`config.mk`:
```
export PLATFORM = sky130hd
export DESIGN_NAME = key_event_decoder
export DESIGN_NICKNAME = d
export VERILOG_FILES = /design/src/rtl/key_event_pkg.sv /design/src/rtl/key_event_decoder.sv
export SDC_FILE = /design/constraint.sdc
export NUM_CORES = 1
export LEC_CHECK = 0
export ABC_AREA = 1
export BUFFER_PORTS_ARGS = -buffer_cell sky130_fd_sc_hd__buf_2
export CAP_MARGIN = 25
export CORE_MARGIN = 4
export CORE_UTILIZATION = 50
export DETAILED_ROUTE_END_ITERATION = 10
export PLACE_DENSITY = 0.75
export SLEW_MARGIN = 10
export SYNTH_ARGS = -nofsm -noshare
export SYNTH_HDL_FRONTEND = slang
export SYNTH_SLANG_ARGS = --single-unit
```
`constraint.sdc`:
```
create_clock -name clk -period 1.6 [get_ports clk]
set_clock_uncertainty 0.2 [all_clocks]
set_input_delay 0.08 -clock clk [delete_from_list [all_inputs] [get_ports clk]]
set_output_delay 0.08 -clock clk [all_outputs]
set_load 0.05 [all_outputs]
```
`src/rtl/key_event_pkg.sv`:
```
// Shared types and default timing constants for the key event decoder.
// Default thresholds assume a 50 MHz clock.
package key_event_pkg;

  typedef enum logic [1:0] {
    IDLE,
    PRESSED,
    LONG_HELD
  } key_state_t;

  localparam int unsigned LONG_CYCLES_DEF   = 50_000_000;
  localparam int unsigned REPEAT_CYCLES_DEF = 10_000_000;
  localparam int unsigned CNT_W_DEF         = 26;

endpackage

```
`src/rtl/key_event_decoder.sv`:
```
// Turns debounced press/release pulses into short/long/repeat events.
// Auto-repeat is built only when KEY_EVENT_REPEAT_EN is defined.
module key_event_decoder
  import key_event_pkg::*;
#(
  parameter int unsigned LONG_CYCLES   = LONG_CYCLES_DEF,
  parameter int unsigned REPEAT_CYCLES = REPEAT_CYCLES_DEF,
  parameter int unsigned CNT_W         = CNT_W_DEF
) (
  input  logic clk,
  input  logic rst,
  input  logic key_negedge,
  input  logic key_posedge,
  output logic short_press,
  output logic long_press,
  output logic repeat_tick,
  output logic key_held
);

  localparam int unsigned HOLD_MAX =
    (LONG_CYCLES > REPEAT_CYCLES) ? LONG_CYCLES : REPEAT_CYCLES;

  localparam logic [CNT_W-1:0] LONG_LAST = CNT_W'(LONG_CYCLES - 1);
  localparam logic [CNT_W-1:0] REP_LAST  = CNT_W'(REPEAT_CYCLES - 1);

  // The counter must be able to reach the largest threshold.
  if ((64'(HOLD_MAX) >> CNT_W) != 64'd0) begin : g_cnt_w_check
    $error("CNT_W too narrow for LONG_CYCLES/REPEAT_CYCLES");
  end

  key_state_t       state;
  logic [CNT_W-1:0] cnt;

  // Both edges in one cycle is a protocol violation and is dropped.
  logic press;
  logic release_k;

  assign press     = key_negedge & ~key_posedge;
  assign release_k = key_posedge & ~key_negedge;

  // Press-tracking FSM with hold counter; all event outputs registered.
  always_ff @(posedge clk) begin
    if (rst) begin
      state       <= IDLE;
      cnt         <= '0;
      short_press <= 1'b0;
      long_press  <= 1'b0;
      repeat_tick <= 1'b0;
      key_held    <= 1'b0;
    end else begin
      short_press <= 1'b0;
      long_press  <= 1'b0;
      repeat_tick <= 1'b0;
      unique case (state)
        IDLE: begin
          if (press) begin
            state    <= PRESSED;
            cnt      <= '0;
            key_held <= 1'b1;
          end
        end
        PRESSED: begin
          if (release_k) begin
            state       <= IDLE;
            cnt         <= '0;
            key_held    <= 1'b0;
            short_press <= 1'b1;
          end else if (cnt == LONG_LAST) begin
            state      <= LONG_HELD;
            cnt        <= '0;
            long_press <= 1'b1;
          end else begin
            cnt <= cnt + 1'b1;
          end
        end
        LONG_HELD: begin
          if (release_k) begin
            state    <= IDLE;
            cnt      <= '0;
            key_held <= 1'b0;
          end else begin
`ifdef KEY_EVENT_REPEAT_EN
            if (cnt == REP_LAST) begin
              cnt         <= '0;
              repeat_tick <= 1'b1;
            end else begin
              cnt <= cnt + 1'b1;
            end
`else
            cnt <= '0;
`endif
          end
        end
        default: begin
          state    <= IDLE;
          cnt      <= '0;
          key_held <= 1'b0;
        end
      endcase
    end
  end

`ifndef KEY_EVENT_REPEAT_EN
  logic unused_rep;
  assign unused_rep = ^REP_LAST;
`endif

endmodule
```
==> results.json, run 1 <==
{
  "outcome": "finished with violations",
  "violations": "setup timing",
  "seqPwrFrac": 0.362,
  "grt_max_degree": 16,
  "critPathKind": "flip-flop to flip-flop",
  "overflow": 0,
  "crit_chain": "ha_4 -> nand2_2 -> nor2_4 -> nand2_2 -> nor2_2 -> nand3_2 -> nand2_2 -> nand2_2 -> nand2_4 -> buf_12 -> nor3_1",
  "fin_crit_sh": 1.100,
  "antenna_cells": 0,
  "routedWlPerCell_um": 12.69,
  "rsz0062_at_grt": "yes",
  "crit_top_cell": "nand2_2",
  "cts_tree": "yes",
  "cpPeakStageDelay_ps": 370,
  "netlist_area_mm2": 0.001703,
  "drc_errors": 0,
  "fin_nets": 315,
  "layout-drive-gt1-share": 0.3442,
  "setup_viol": 29,
  "initial_core_util": 0.5401,
  "p_clk_frac": 0.221,
  "rows": 20,
  "cts_buffers": 5,
  "vias_per_cell": 5.028,
  "start_kind": "flip-flop",
  "netSwitchingFraction": 0.3600,
  "ctsHtreeMaxLevel": 2,
  "core_mm2": 0.003153,
  "die_w_um": 66.36,
  "utilization": 0.7452,
  "die_h_um": 66.36,
  "drt-pass1-iter-count": 5,
  "drt-initial-drc-count": 107,
  "ys_types": 30,
  "layout.cells.non_filler": 352,
  "yosysSeqAreaShare": 0.3644,
  "cp.required_ps": 1620,
  "p_leak_nw": 0.9706,
  "powerDensity_mw_per_mm2": 1028,
  "hold_path_class": "input pin to flip-flop",
  "nFillCells": 244,
  "layout_commonest_cell": "nor2_1",
  "max_freq_mhz": 568.0,
  "grt_usage": 0.2111,
  "grt_antenna_before_repair": 0,
  "dp_slack_ps": -214.2,
  "grt_pass1_vias": 1660,
  "syn-num-nets": 260,
  "clkSlewWorstSetupHoldPaths_ps": 110,
  "layout_min_cycle_time_ps": 1760,
  "root_buffer": "clkbuf_4",
  "routed_wl_um": 4468,
  "place.gp.congestion": 0.9118,
  "ios": 8,
  "critPathMaxFanout": 15,
  "ys_ff_latch": 31,
  "syn_area_per_cell_um2": 6.757,
  "dp.cells": 337,
  "cts_buffer_depth": 2,
  "num_vias": 1770,
  "area_delta_synth_final_pct": 37.99,
  "cpMaxStageDelayCell": "dfxtp_2",
  "grt_pass1_wl_um": 7065,
  "synth_cells": 252,
  "cts.sinks": 31,
  "reg2reg_slack_ps": -160,
  "die_area_mm2": 0.004404,
  "final_antenna_net_count": 0,
  "p_sw_w": 0.0008699,
  "io_buffers": 6,
  "final_cell_mix": "47 x nor2_1, 43 x nand2_1, 40 x buf_4, 31 x inv_1, 27 x dfxtp_1",
  "hold_viol": 0,
  "endpoint_kind": "flip-flop",
  "clock_latency_ps": 330,
  "cp_data_arrival_time_ps": 1780,
  "hpwl_um": 3060,
  "maxSlewViolCount": 0,
  "drv_cap": 0,
  "worst_slack_ps": -160.5,
  "yosysWarnings": 0,
  "combPwrFrac": 0.418,
  "p_int_w": 0.001547,
  "ir_worst_vdd_uv": 1222
}
[cell usage after synthesis, drive strengths merged]
library cell / instances / area (um^2)
nand3: 17 / 90.09
nand4: 8 / 50.05
and2: 1 / 6.260
nor3: 14 / 75.07
xnor2: 2 / 17.52
a211o: 1 / 8.760
o21ai: 2 / 10.01
nor4: 1 / 6.260
conb: 1 / 3.750
o21bai: 1 / 7.510
xor2: 8 / 70.07
dfxtp: 31 / 620.6
o22ai: 1 / 6.260
nor2: 59 / 244.0
a211oi: 1 / 7.510
o21a: 1 / 7.510
inv: 34 / 127.6
nand2: 56 / 230.2
ha: 4 / 50.05
buf: 4 / 37.53
a21oi: 4 / 20.02
or2: 1 / 6.260
[worst paths after layout]
kind / depth (start not counted) / to / startpoint
max: 11 / cnt[12] / cnt[1]
min: 4 / long_press / key_posedge
max reg2reg: 11 / cnt[12] / cnt[1]
min reg2reg: 1 / key_held / key_held
[cells by family after synthesis]
logic type	synth area share
and+or+nand+nor	0.4159
buffers and inverters	0.09698
other	0.002202
AOI/OAI and AO/OA	0.03969
adders and majority gates	0.02939
DFF	0.3644
xor gates and xnor gates	0.05144
[critical path, delay by kind of cell, from the launching register on]
| kind | cells | cell delay (ps) |
|---|---|---|
| buf+inv | 1 | 140 |
| fa+ha+maj | 1 | 140 |
| simple gates | 9 | 790 |
| flops | 1 | 370 |
[layout make-up]
class                           count  area, um^2  share of cell area
Timing Repair Buffer               52       411.6              0.1752
Sequential cell                    31       625.6              0.2662
Clock inverter                      1       7.507            0.003195
Clock buffer                        7       65.06             0.02769
Tap cell                           44       55.05             0.02343
Multi-Input combinational cell    183        1057              0.4499
Inverter                           34       127.6             0.05431
[layer usage]
layer / global-route usage / vias up / part of all wire / routed length [um]
li1: - / 897 / - / -
met5: 0 / - / 0 / 0
met3: 0.05102 / 11 / 0.060 / 270
met1: 0.2627 / 799 / 0.44 / 1970
met4: 0.08122 / 0 / 0.026 / 114
met2: 0.3482 / 63 / 0.47 / 2113
[registers in the layout, summed over array words and instances (netlist names)]
register,cells
long_press,1
state,2
short_press,1
cnt,26
key_held,1
[what timing repair did]
item | in CTS | in global routing
resized for setup | 12 | 25
pin swaps | 3 | 3
setup endpoints to repair | 28 | 29
buffers inserted | 3 | 1
hold endpoints to repair | 6 | 0
hold buffers | 3 | 0
[power groups by stage]
stage	Sequential, W	Clock, W	Combinational, W
floorplan	0.000921	0	0.000457
global placement	0.000884	0	0.000796
detailed placement	0.000888	0	0.000811
CTS	0.000872	0.000554	0.000862
global route	0.000882	0.000595	0.00110
finish	0.000874	0.000534	0.00101
[through the flow]
| step | setup TNS (ps) | instance area, um^2 | total power (W) | hold WS (ps) |
|---|---|---|---|---|
| CTS | -2570 | 2248 | 0.002288 | 3.623 |
| detailed placement | -2835 | 2083 | 0.001699 | 132.2 |
| global route | -6520 | 2350 | 0.002573 | 63.78 |
| finish | -3842 | 2350 | 0.002417 | 51.18 |
| floorplan | -20.63 | 1718 | 0.001378 | -43.21 |
| global placement | -1510 | 2083 | 0.001679 | 127.7 |
(Power assumes the default switching activity.)
==> run 2: changes to the inputs <==
--- a/config.mk
+++ b/config.mk
@@ -12,6 +12,7 @@
 export CORE_UTILIZATION = 50
 export DETAILED_ROUTE_END_ITERATION = 10
 export PLACE_DENSITY = 0.75
+export SETUP_SLACK_MARGIN = 0.4
 export SLEW_MARGIN = 10
 export SYNTH_ARGS = -nofsm -noshare
 export SYNTH_HDL_FRONTEND = slang
==> run 2 against run 1 <==
Compared with the run above: the flow still finishes with violations (setup timing); setup slack worse by 91 ps; maximum frequency is 4.9% lower; die area stayed put; clock-buffer cell count is 1 lower; first-iteration DRC count is 50% higher; register-to-register slack worse by 90 ps; utilization is 5.6 points higher; wire length is 22% higher.
==> results.json, run 2 (synthesized netlist as in run 1, its figures left out) <==
{
  "outcome": "finished with violations",
  "violations": "setup timing",
  "combPwrFrac": 0.489,
  "vias_per_cell": 5.487,
  "rsz0062_at_grt": "yes",
  "endpoint_kind": "flip-flop",
  "grt_pass1_vias": 1738,
  "die_w_um": 66.36,
  "largestRegisters": "cnt: 26 flops, state: 2 flops",
  "cts.sinks": 31,
  "final_cell_mix": "45 x nand2_1, 45 x buf_4, 41 x nor2_1, 28 x inv_1, 22 x dfxtp_1",
  "cp.required_ps": 1690,
  "setup_viol": 28,
  "p_leak_nw": 1.031,
  "relSlewSlack": 0.5781,
  "layout_min_cycle_time_ps": 1851,
  "utilization": 0.8012,
  "cp_data_arrival_time_ps": 1940,
  "largest-register": "cnt",
  "antenna_cells": 0,
  "critPathMaxFanout": 2,
  "critPathTopFamily": "simple AND/OR/NAND/NOR gates",
  "layout-drive-gt1-share": 0.4063,
  "hold_path_class": "input pin to flip-flop",
  "overflow": 0,
  "grt_pass1_wl_um": 7679,
  "fin_nets": 323,
  "rows": 20,
  "cpPeakStageDelay_ps": 370,
  "grt_usage": 0.2313,
  "io_buffers": 6,
  "max_freq_mhz": 540.2,
  "fin_crit_sh": 1.157,
  "netSwitchingFraction": 0.3991,
  "clkSlewWorstSetupHoldPaths_ps": 100,
  "drc_errors": 0,
  "worst_slack_ps": -251.1,
  "hold_slack_ps": 48.77,
  "drt-initial-drc-count": 160,
  "die_h_um": 66.36,
  "hpwl_um": 3057,
  "grt_max_degree": 10,
  "area_delta_synth_final_pct": 48.35,
  "clock_latency_ps": 350,
  "drt-pass1-iter-count": 5,
  "largest_reg_flops": 26,
  "start_kind": "flip-flop",
  "reg2reg_slack_ps": -250,
  "p_int_w": 0.001616,
  "routedWlPerCell_um": 15.18,
  "ctsHtreeMaxLevel": 2,
  "hold_viol": 0,
  "maxSlewViolCount": 0,
  "seqPwrFrac": 0.330,
  "initial_core_util": 0.5401,
  "final_cell_area_mm2": 0.002526,
  "place.gp.congestion": 0.8944,
  "final_antenna_net_count": 0,
  "p_clk_frac": 0.181,
  "cpMaxStageDelayCell": "dfxtp_2",
  "die_area_mm2": 0.004404,
  "drv_cap": 0,
  "root_buffer": "clkbuf_4",
  "cts_buffer_depth": 2,
  "num_vias": 1970,
  "place_area_mm2": 0.002108,
  "crit_chain": "ha_4 -> nand2_4 -> nor2_4 -> nand2_2 -> nor2_1 -> nand3_1 -> nand2_2 -> buf_6 -> nand3_2 -> nand2_1 -> inv_1 -> nor2_1",
  "p_sw_w": 0.001073,
  "path_buf_inv": 2,
  "critPathKind": "flip-flop to flip-flop",
  "powerDensity_mw_per_mm2": 1065,
  "routed_wl_um": 5451,
  "tightest_slew_ps": 632.1,
  "cts_buffers": 5,
  "core_mm2": 0.003153,
  "ir_worst_vdd_uv": 671.9,
  "grt_antenna_before_repair": 0,
  "cts_tree": "yes",
  "ios": 8
}
[run 2: path summary, 6_finish.rpt]
| check | from | endpoint | cells after the start |
|---|---|---|---|
| setup / recovery | cnt[0] | state[0] | 12 |
| hold / removal | key_negedge | key_held | 4 |
| setup reg to reg | cnt[0] | state[0] | 12 |
| hold reg to reg | key_held | key_held | 1 |
[run 2: through the flow]
| stage | std cells | worst slack [ps] | power [W] | TNS [ps] |
|---|---|---|---|---|
| floorplan | 252 | -8.808 | 0.001411 | -65.10 |
| global placement | 342 | -106.5 | 0.001666 | -2105 |
| detailed placement | 342 | -162.9 | 0.001693 | -3169 |
| CTS | 355 | -57.86 | 0.002510 | -1158 |
| global route | 359 | -289.6 | 0.002830 | -5969 |
| finish | 359 | -251.1 | 0.002689 | -4616 |
[run 2: power by group through the flow]
| stage | sequential [W] | clock (W) | combinational [W] |
|---|---|---|---|
| CTS | 0.000880 | 0.000480 | 0.00115 |
| global route | 0.000891 | 0.000530 | 0.00141 |
| detailed placement | 0.000891 | 0 | 0.000802 |
| floorplan | 0.000923 | 0 | 0.000489 |
| global placement | 0.000886 | 0 | 0.000780 |
| finish | 0.000888 | 0.000486 | 0.00132 |
[run 2: metal layers]
layer / vias to the layer above / share of wire / track usage / routed length (um)
met2: 105 / 0.49 / 0.3779 / 2646
met4: 0 / 0.047 / 0.1041 / 255
li1: 922 / - / - / -
met1: 916 / 0.40 / 0.2816 / 2171
met5: - / 0 / 0 / 0
met3: 27 / 0.069 / 0.06122 / 377
[run 2: area by class of cell]
cell class,instances,area [um^2]
sequential,31,631.9
inverter,34,135.1
clock inverter,1,5.005
timing repair buffer,57,444.2
tap,44,55.05
multi-input combinational,186,1204
clock buffer,6,51.30
fill,197,626.9
[run 2: worst register-to-register path, delay by kind of cell (launching register included)]
kind / cells / cell delay, ps
buffers and inverters: 2 / 170
AND/OR/NAND/NOR: 9 / 890
adder cells (fa/ha/maj): 1 / 150
flip-flops: 1 / 370
[run 2: repair_timing]
| action | 4_1_cts | 5_1_grt |
|---|---|---|
| cloned | 3 | 0 |
| buffers inserted | 3 | 2 |
| pin swaps | 15 | 15 |
| gates resized for setup | 34 | 32 |
| setup endpoints to repair | 32 | 34 |
| hold endpoints to repair | 4 | 4 |
